### src/rtl/uart_cfg_pkg.sv
// Shared types and constants for the UART configuration frame controller.
package uart_cfg_pkg;

    typedef enum logic [2:0] {
        S_IDLE = 3'd0,
        S_CMD  = 3'd1,
        S_DATA = 3'd2,
        S_CHK  = 3'd3,
        S_EXEC = 3'd4,
        S_RESP = 3'd5
    } state_t;

    typedef enum logic [1:0] {
        ERR_NONE    = 2'b00,
        ERR_CHK     = 2'b01,
        ERR_ADDR    = 2'b10,
        ERR_TIMEOUT = 2'b11
    } err_code_t;

    localparam logic [7:0] SOF_BYTE = 8'hA5;
    localparam logic [7:0] ACK_BYTE = 8'h06;
    localparam logic [7:0] NAK_BYTE = 8'h15;

    function automatic logic frame_chk_ok(input logic [7:0] cmd,
                                          input logic [7:0] data,
                                          input logic [7:0] chk);
        return (cmd ^ data) == chk;
    endfunction

endpackage

### src/rtl/uart_cfg_regbank.sv
// Bank of 8-bit configuration registers with one write port.
// The read port exists only when UART_CFG_READBACK_EN is defined.
module uart_cfg_regbank
    import uart_cfg_pkg::*;
#(
    parameter int         NUM_REGS  = 16,
    parameter logic [7:0] RESET_VAL = 8'h00
) (
    input  logic                  i_Clock,
    input  logic                  i_Reset,
    input  logic                  wr_en,
    input  logic [3:0]            wr_addr,
    input  logic [7:0]            wr_data,
`ifdef UART_CFG_READBACK_EN
    input  logic [3:0]            rd_addr,
    output logic [7:0]            rd_data,
`endif
    output logic [8*NUM_REGS-1:0] regs
);

    always_ff @(posedge i_Clock or posedge i_Reset) begin
        if (i_Reset) begin
            regs <= {NUM_REGS{RESET_VAL}};
        end else if (wr_en) begin
            for (int k = 0; k < NUM_REGS; k++) begin
                if (wr_addr == 4'(k)) regs[8*k +: 8] <= wr_data;
            end
        end
    end

`ifdef UART_CFG_READBACK_EN
    always_comb begin
        rd_data = 8'h00;
        for (int k = 0; k < NUM_REGS; k++) begin
            if (rd_addr == 4'(k)) rd_data = regs[8*k +: 8];
        end
    end
`endif

endmodule

### src/rtl/uart_cfg_ctrl.sv
// Frame controller: parses A5/CMD/DATA/CHK frames from the UART receiver, updates the
// register bank and returns a one-byte response. Readback gated by UART_CFG_READBACK_EN.
//
//  state  | meaning
//  S_IDLE | waiting for SOF byte, other bytes dropped
//  S_CMD  | waiting for command byte
//  S_DATA | waiting for data byte
//  S_CHK  | waiting for checksum byte
//  S_EXEC | one cycle: validate frame, write register, pick response
//  S_RESP | response launched, waiting for transmitter done
module uart_cfg_ctrl
    import uart_cfg_pkg::*;
#(
    parameter int         NUM_REGS     = 16,
    parameter int         TIMEOUT_CLKS = 57280,
    parameter logic [7:0] RESET_VAL    = 8'h00
) (
    input  logic                  i_Clock,
    input  logic                  i_Reset,
    input  logic                  i_Rx_DV,
    input  logic [7:0]            i_Rx_Byte,
    output logic                  o_Tx_DV,
    output logic [7:0]            o_Tx_Byte,
    input  logic                  i_Tx_Done,
    output logic [8*NUM_REGS-1:0] o_Cfg_Regs,
    output logic                  o_Wr_Strobe,
    output logic [3:0]            o_Wr_Addr,
    output logic                  o_Err,
    output logic [1:0]            o_Err_Code,
    output logic                  o_Busy
);

    localparam int              CNT_W      = $clog2(TIMEOUT_CLKS);
    localparam logic [CNT_W-1:0] TMO_LAST  = CNT_W'(TIMEOUT_CLKS - 1);
    localparam logic [4:0]      NUM_REGS_W = 5'(NUM_REGS);

    state_t           state;
    logic [7:0]       cmd_q;
    logic [7:0]       data_q;
    logic [7:0]       chk_q;
    logic [CNT_W-1:0] tmo_cnt;
    logic             in_frame;
    logic             tmo_expire;
    logic             chk_bad;
    logic             addr_bad;
    logic             do_write;

    assign in_frame   = (state == S_CMD) || (state == S_DATA) || (state == S_CHK);
    // A byte arriving on the expiry cycle takes priority over the abort.
    assign tmo_expire = in_frame && !i_Rx_DV && (tmo_cnt == TMO_LAST);
    assign chk_bad    = !frame_chk_ok(cmd_q, data_q, chk_q);
`ifdef UART_CFG_READBACK_EN
    assign addr_bad   = ({1'b0, cmd_q[3:0]} >= NUM_REGS_W) || (cmd_q[6:4] != 3'b000);
`else
    assign addr_bad   = ({1'b0, cmd_q[3:0]} >= NUM_REGS_W) || (cmd_q[6:4] != 3'b000) || !cmd_q[7];
`endif
    assign do_write   = (state == S_EXEC) && !chk_bad && !addr_bad && cmd_q[7];
    assign o_Busy     = (state != S_IDLE);

`ifdef UART_CFG_READBACK_EN
    logic [7:0] rd_data;
`endif

    uart_cfg_regbank #(
        .NUM_REGS  (NUM_REGS),
        .RESET_VAL (RESET_VAL)
    ) u_regbank (
        .i_Clock (i_Clock),
        .i_Reset (i_Reset),
        .wr_en   (do_write),
        .wr_addr (cmd_q[3:0]),
        .wr_data (data_q),
`ifdef UART_CFG_READBACK_EN
        .rd_addr (cmd_q[3:0]),
        .rd_data (rd_data),
`endif
        .regs    (o_Cfg_Regs)
    );

    always_ff @(posedge i_Clock or posedge i_Reset) begin
        if (i_Reset) begin
            state       <= S_IDLE;
            cmd_q       <= 8'h00;
            data_q      <= 8'h00;
            chk_q       <= 8'h00;
            tmo_cnt     <= '0;
            o_Tx_DV     <= 1'b0;
            o_Tx_Byte   <= 8'h00;
            o_Wr_Strobe <= 1'b0;
            o_Wr_Addr   <= 4'h0;
            o_Err       <= 1'b0;
            o_Err_Code  <= ERR_NONE;
        end else begin
            o_Tx_DV     <= 1'b0;
            o_Wr_Strobe <= 1'b0;
            o_Err       <= 1'b0;

            if (i_Rx_DV || !in_frame) tmo_cnt <= '0;
            else if (!tmo_expire)     tmo_cnt <= tmo_cnt + CNT_W'(1);

            case (state)
                S_IDLE: if (i_Rx_DV && (i_Rx_Byte == SOF_BYTE)) state <= S_CMD;
                S_CMD: if (i_Rx_DV) begin
                    cmd_q <= i_Rx_Byte;
                    state <= S_DATA;
                end
                S_DATA: if (i_Rx_DV) begin
                    data_q <= i_Rx_Byte;
                    state  <= S_CHK;
                end
                S_CHK: if (i_Rx_DV) begin
                    chk_q <= i_Rx_Byte;
                    state <= S_EXEC;
                end
                S_EXEC: begin
                    state   <= S_RESP;
                    o_Tx_DV <= 1'b1;
                    if (chk_bad) begin
                        o_Err      <= 1'b1;
                        o_Err_Code <= ERR_CHK;
                        o_Tx_Byte  <= NAK_BYTE;
                    end else if (addr_bad) begin
                        o_Err      <= 1'b1;
                        o_Err_Code <= ERR_ADDR;
                        o_Tx_Byte  <= NAK_BYTE;
                    end else if (cmd_q[7]) begin
                        o_Wr_Strobe <= 1'b1;
                        o_Wr_Addr   <= cmd_q[3:0];
                        o_Tx_Byte   <= ACK_BYTE;
`ifdef UART_CFG_READBACK_EN
                    end else begin
                        o_Tx_Byte <= rd_data;
`endif
                    end
                end
                S_RESP: if (i_Tx_Done) state <= S_IDLE;
                default: state <= S_IDLE;
            endcase

            if (tmo_expire) begin
                state      <= S_IDLE;
                o_Err      <= 1'b1;
                o_Err_Code <= ERR_TIMEOUT;
            end
        end
    end

endmodule
### config.mk
export PLATFORM = sky130hd
export DESIGN_NAME = uart_cfg_ctrl
export DESIGN_NICKNAME = d
export VERILOG_FILES = /design/src/rtl/uart_cfg_pkg.sv /design/src/rtl/uart_cfg_regbank.sv /design/src/rtl/uart_cfg_ctrl.sv
export SDC_FILE = /design/constraint.sdc
export NUM_CORES = 1
export LEC_CHECK = 0
export ABC_CLOCK_PERIOD_IN_PS = 6500
export CORE_AREA = 10 10 131 157
export CTS_CLUSTER_SIZE = 30
export DETAILED_ROUTE_END_ITERATION = 16
export DIE_AREA = 0 0 141 167
export GPL_TIMING_DRIVEN = 0
export PLACE_DENSITY = 0.74
export SLEW_MARGIN = 30
export SYNTH_ARGS = -nofsm -noshare
export SYNTH_HDL_FRONTEND = slang
export SYNTH_SLANG_ARGS = --single-unit
### constraint.sdc
create_clock -name i_Clock -period 6.5 [get_ports i_Clock]
set_input_delay 1.3 -clock i_Clock [delete_from_list [all_inputs] [get_ports i_Clock]]
set_output_delay 1.3 -clock i_Clock [all_outputs]
set_load 0.01 [all_outputs]
==> results.sh <==
export IMPL_cts_made_buffers=17
export IMPL_syn_to_final_growth_pct=32.7
export IMPL_instances_no_fill=926
export IMPL_pwr_density_cell_nw_per_um2=322
export IMPL_start_util_pct=44.2
export IMPL_path_max_fanout=9
export IMPL_ios=158
export IMPL_finalCritPeriodShare_pct=49.9
export IMPL_rows=53
export IMPL_drc=0
export IMPL_maxCapViolCount=0
export IMPL_critPathCaptureType="output port"
export IMPL_layout_drive_gt1_share_pct=30.9
export IMPL_coreArea_um2=17400
export IMPL_cts_tree="done"
export IMPL_fillers=1368
export IMPL_clk_latency_ns=0.42
export IMPL_cts_setup_buffers=0
export IMPL_synth_top_flop_cell="dfrtp_1"
export IMPL_insertedDiodeCount=0
export IMPL_wirelength_um=19400
export IMPL_comb_power_share_pct=25.1
export IMPL_port_buffers=153
export IMPL_r2r_cells=6
export IMPL_grt_pass1_vias=5212
export IMPL_maxSlewHeadroom_pct=49.0
export IMPL_syn_inst=518
export IMPL_seqCellArea_um2=4580
export IMPL_whs_ns=0.472
export IMPL_dp_hpwl_um=13900
export IMPL_grt_pass1_wl_um=30800
export IMPL_p_clk_share_pct=35.0
export IMPL_p_int_mw=2.31
export IMPL_p_leak_nw=4.83
export IMPL_dieArea_um2=23500
export IMPL_async_flop_share_pct=100
export IMPL_critPathLaunch="state[2]"
export IMPL_dieWidth_um=141
export IMPL_slew_viol_final=0
export IMPL_r2r_start="state[0]"
export IMPL_cts_hold_buf=0
export IMPL_grt_ovfl_total=0
export IMPL_p_seq_share_pct=39.8
export IMPL_grt_max_degree=99
export IMPL_setup_viol=0
export IMPL_clk_path_buf_depth=2
export IMPL_postRouteAntennaNets=0
export IMPL_fin_crit_ns=3.25
export IMPL_cts_root_buf="clkbuf_16"
export IMPL_ys_ff_latch=183
export IMPL_fin_skew_ns=0.00612
export IMPL_required_ns=5.20
export IMPL_ctsHtreeMaxLevel=4
export IMPL_r2r_end="u_regbank.regs[88]"
export IMPL_antenna_found_initial=0
export IMPL_rsz0062_at_grt="false"
export IMPL_critPathCapture="o_Busy"
export IMPL_irDropWorstVdd_mv=0.192
export IMPL_vias=4768
export IMPL_max_slew_worst_pin_slew_ns=0.758
export IMPL_multi_input_area_um2=2910
export IMPL_hold_viol_final=0
export IMPL_firstDrtPassIters=4
export IMPL_ys_warn_count=0
export IMPL_path_class="reg -> out"
export IMPL_outcome="finished, final reports clean"
export IMPL_design_area_um2=10200
export IMPL_vias_per_cell=5.15
export IMPL_syn_area_per_cell_um2=14.8
export IMPL_cp_arrival_ns=1.95
export IMPL_switching_power_mw=0.969
export IMPL_fmaxAchievable_mhz=308
export IMPL_synth_edf_count=0
export IMPL_gp_congestion=0.806
export IMPL_r2r_setup_slack_ns=3.83
export IMPL_num_nets_final=707
export IMPL_place_inst=895
export IMPL_drt_iter0_drc=179
export IMPL_grtUsageTotal_pct=16.7
export IMPL_syn_area_um2=7670
export IMPL_synth_cell_types=50
export IMPL_cp_start_kind="flop"
export IMPL_chipHeight_um=167
export IMPL_power_mw=3.28
export IMPL_wire_per_inst_um=20.9
export IMPL_ys_seq_area_share_pct=59.7
export IMPL_cts_sinks=183
export IMPL_p_sw_share_pct=29.5
export IMPL_cts_resized=0
export IMPL_dpl_instance_area_um2=9530
export IMPL_path_clk_slew_ns=0.07
export IMPL_post_route_util_pct=58.6
export IMPL_hold_class="reg -> reg"
[synth_stat cells, types with 4 or more instances]
cell	n	area (um2)
a21oi_1	7	35.0
buf_4	6	45.0
clkbuf_1	23	86.3
dfrtp_1	183	4580
inv_1	5	18.8
mux2_2	138	1550
mux2_4	16	240
nand2_1	14	52.6
nand3_1	5	25.0
nand3_2	9	90.1
nand4_2	5	62.6
nor2_1	22	82.6
nor2b_1	6	37.5
nor3_1	4	20.0
o21ai_0	4	20.0
or3_1	6	37.5
xnor3_1	8	180
xor2_1	8	70.1
[worst min-delay path by stage]
stage	depth (start not counted)	start	endpoint	slack [ns]
after CTS	1	o_Tx_Byte[2]	o_Tx_Byte[2]	0.48
after detailed placement	1	o_Tx_Byte[2]	o_Tx_Byte[2]	0.46
after global routing	1	o_Tx_Byte[1]	o_Tx_Byte[1]	0.50
final	1	o_Tx_Byte[2]	o_Tx_Byte[2]	0.47
after global placement	1	o_Tx_Byte[2]	o_Tx_Byte[2]	0.45
after floorplan	1	chk_q[0]	chk_q[0]	0.49
[final cells by class]
cell class	instances	share of cell area (%)
Sequential cell	183	45.0
Multi-Input combinational cell	297	28.6
Clock inverter	12	2.20
Buffer	36	1.72
Inverter	5	0.258
Timing Repair Buffer	154	15.3
Clock buffer	19	4.25
Tap cell	220	2.70
[stage by stage]
step	TNS, ns	setup slack [ns]
global route	0	3.18
CTS	0	3.24
detailed placement	0	3.20
global placement	-324.44	-1.79
finish	0	3.25
floorplan	0	0.228
[power groups by stage]
stage | combinational, mW | clock (mW) | sequential (mW)
detailed placement | 0.833 | 0 | 1.33
floorplan | 0.578 | 0 | 1.32
finish | 0.825 | 1.15 | 1.31
CTS | 0.838 | 1.17 | 1.31
global placement | 0.803 | 0 | 1.32
global route | 0.903 | 1.22 | 1.32
[worst max-delay path, cell delays in order (launching register included)]
cell and delay, ns:
dfrtp_1 0.38, clkbuf_1 0.18, or3_1 0.46, clkdlybuf4s50_1 0.51
[cell usage in the layout, fill, tap and decap left out, types with 4 or more instances in the layout]
master           count
dfrtp_1            183
clkdlybuf4s50_1    153
mux2_2             138
clkbuf_1            25
nor2_1              22
clkbuf_16           17
mux2_4              16
nand2_1             14
nand3_2              9
xnor3_1              8
xor2_1               8
a21oi_1              7
nor2b_1              6
buf_4                6
or3_1                6
bufinv_16            6
nand4_2              5
nand3_1              5
inv_1                4
nor3_1               4
o21ai_0              4
conb_1               4
[flip-flops by register name (all words and copies together), names as in the netlist]
signal,cells
o_Tx_DV,1
o_Err,1
cmd_q,8
data_q,8
u_regbank.regs,128
state,3
chk_q,8
tmo_cnt,16
o_Tx_Byte,3
o_Wr_Addr,4
o_Wr_Strobe,1
o_Err_Code,2
[cell families after synthesis]
| group | Yosys count | synth area share (%) |
|---|---|---|
| buffers and inverters | 41 | 2.53 |
| adder cells (fa/ha/maj) | 1 | 0.163 |
| XOR/XNOR | 19 | 3.60 |
| other | 1 | 0.0489 |
| AND/OR/NAND/NOR | 95 | 8.41 |
| AO/OA/AOI/OAI | 20 | 1.63 |
| multiplexers | 158 | 23.9 |
| flip-flops | 183 | 59.7 |
[layer usage]
layer	share of wire, %	vias to the layer above	routed length [um]	track usage (%)
met5	0	-	0	0
met4	1.5	0	283	4.90
met3	6.1	17	1190	5.95
met2	52	108	10100	28.7
met1	40	2464	7810	19.0
li1	-	2179	-	-
Note: power is estimated with default switching activity, not from simulation.
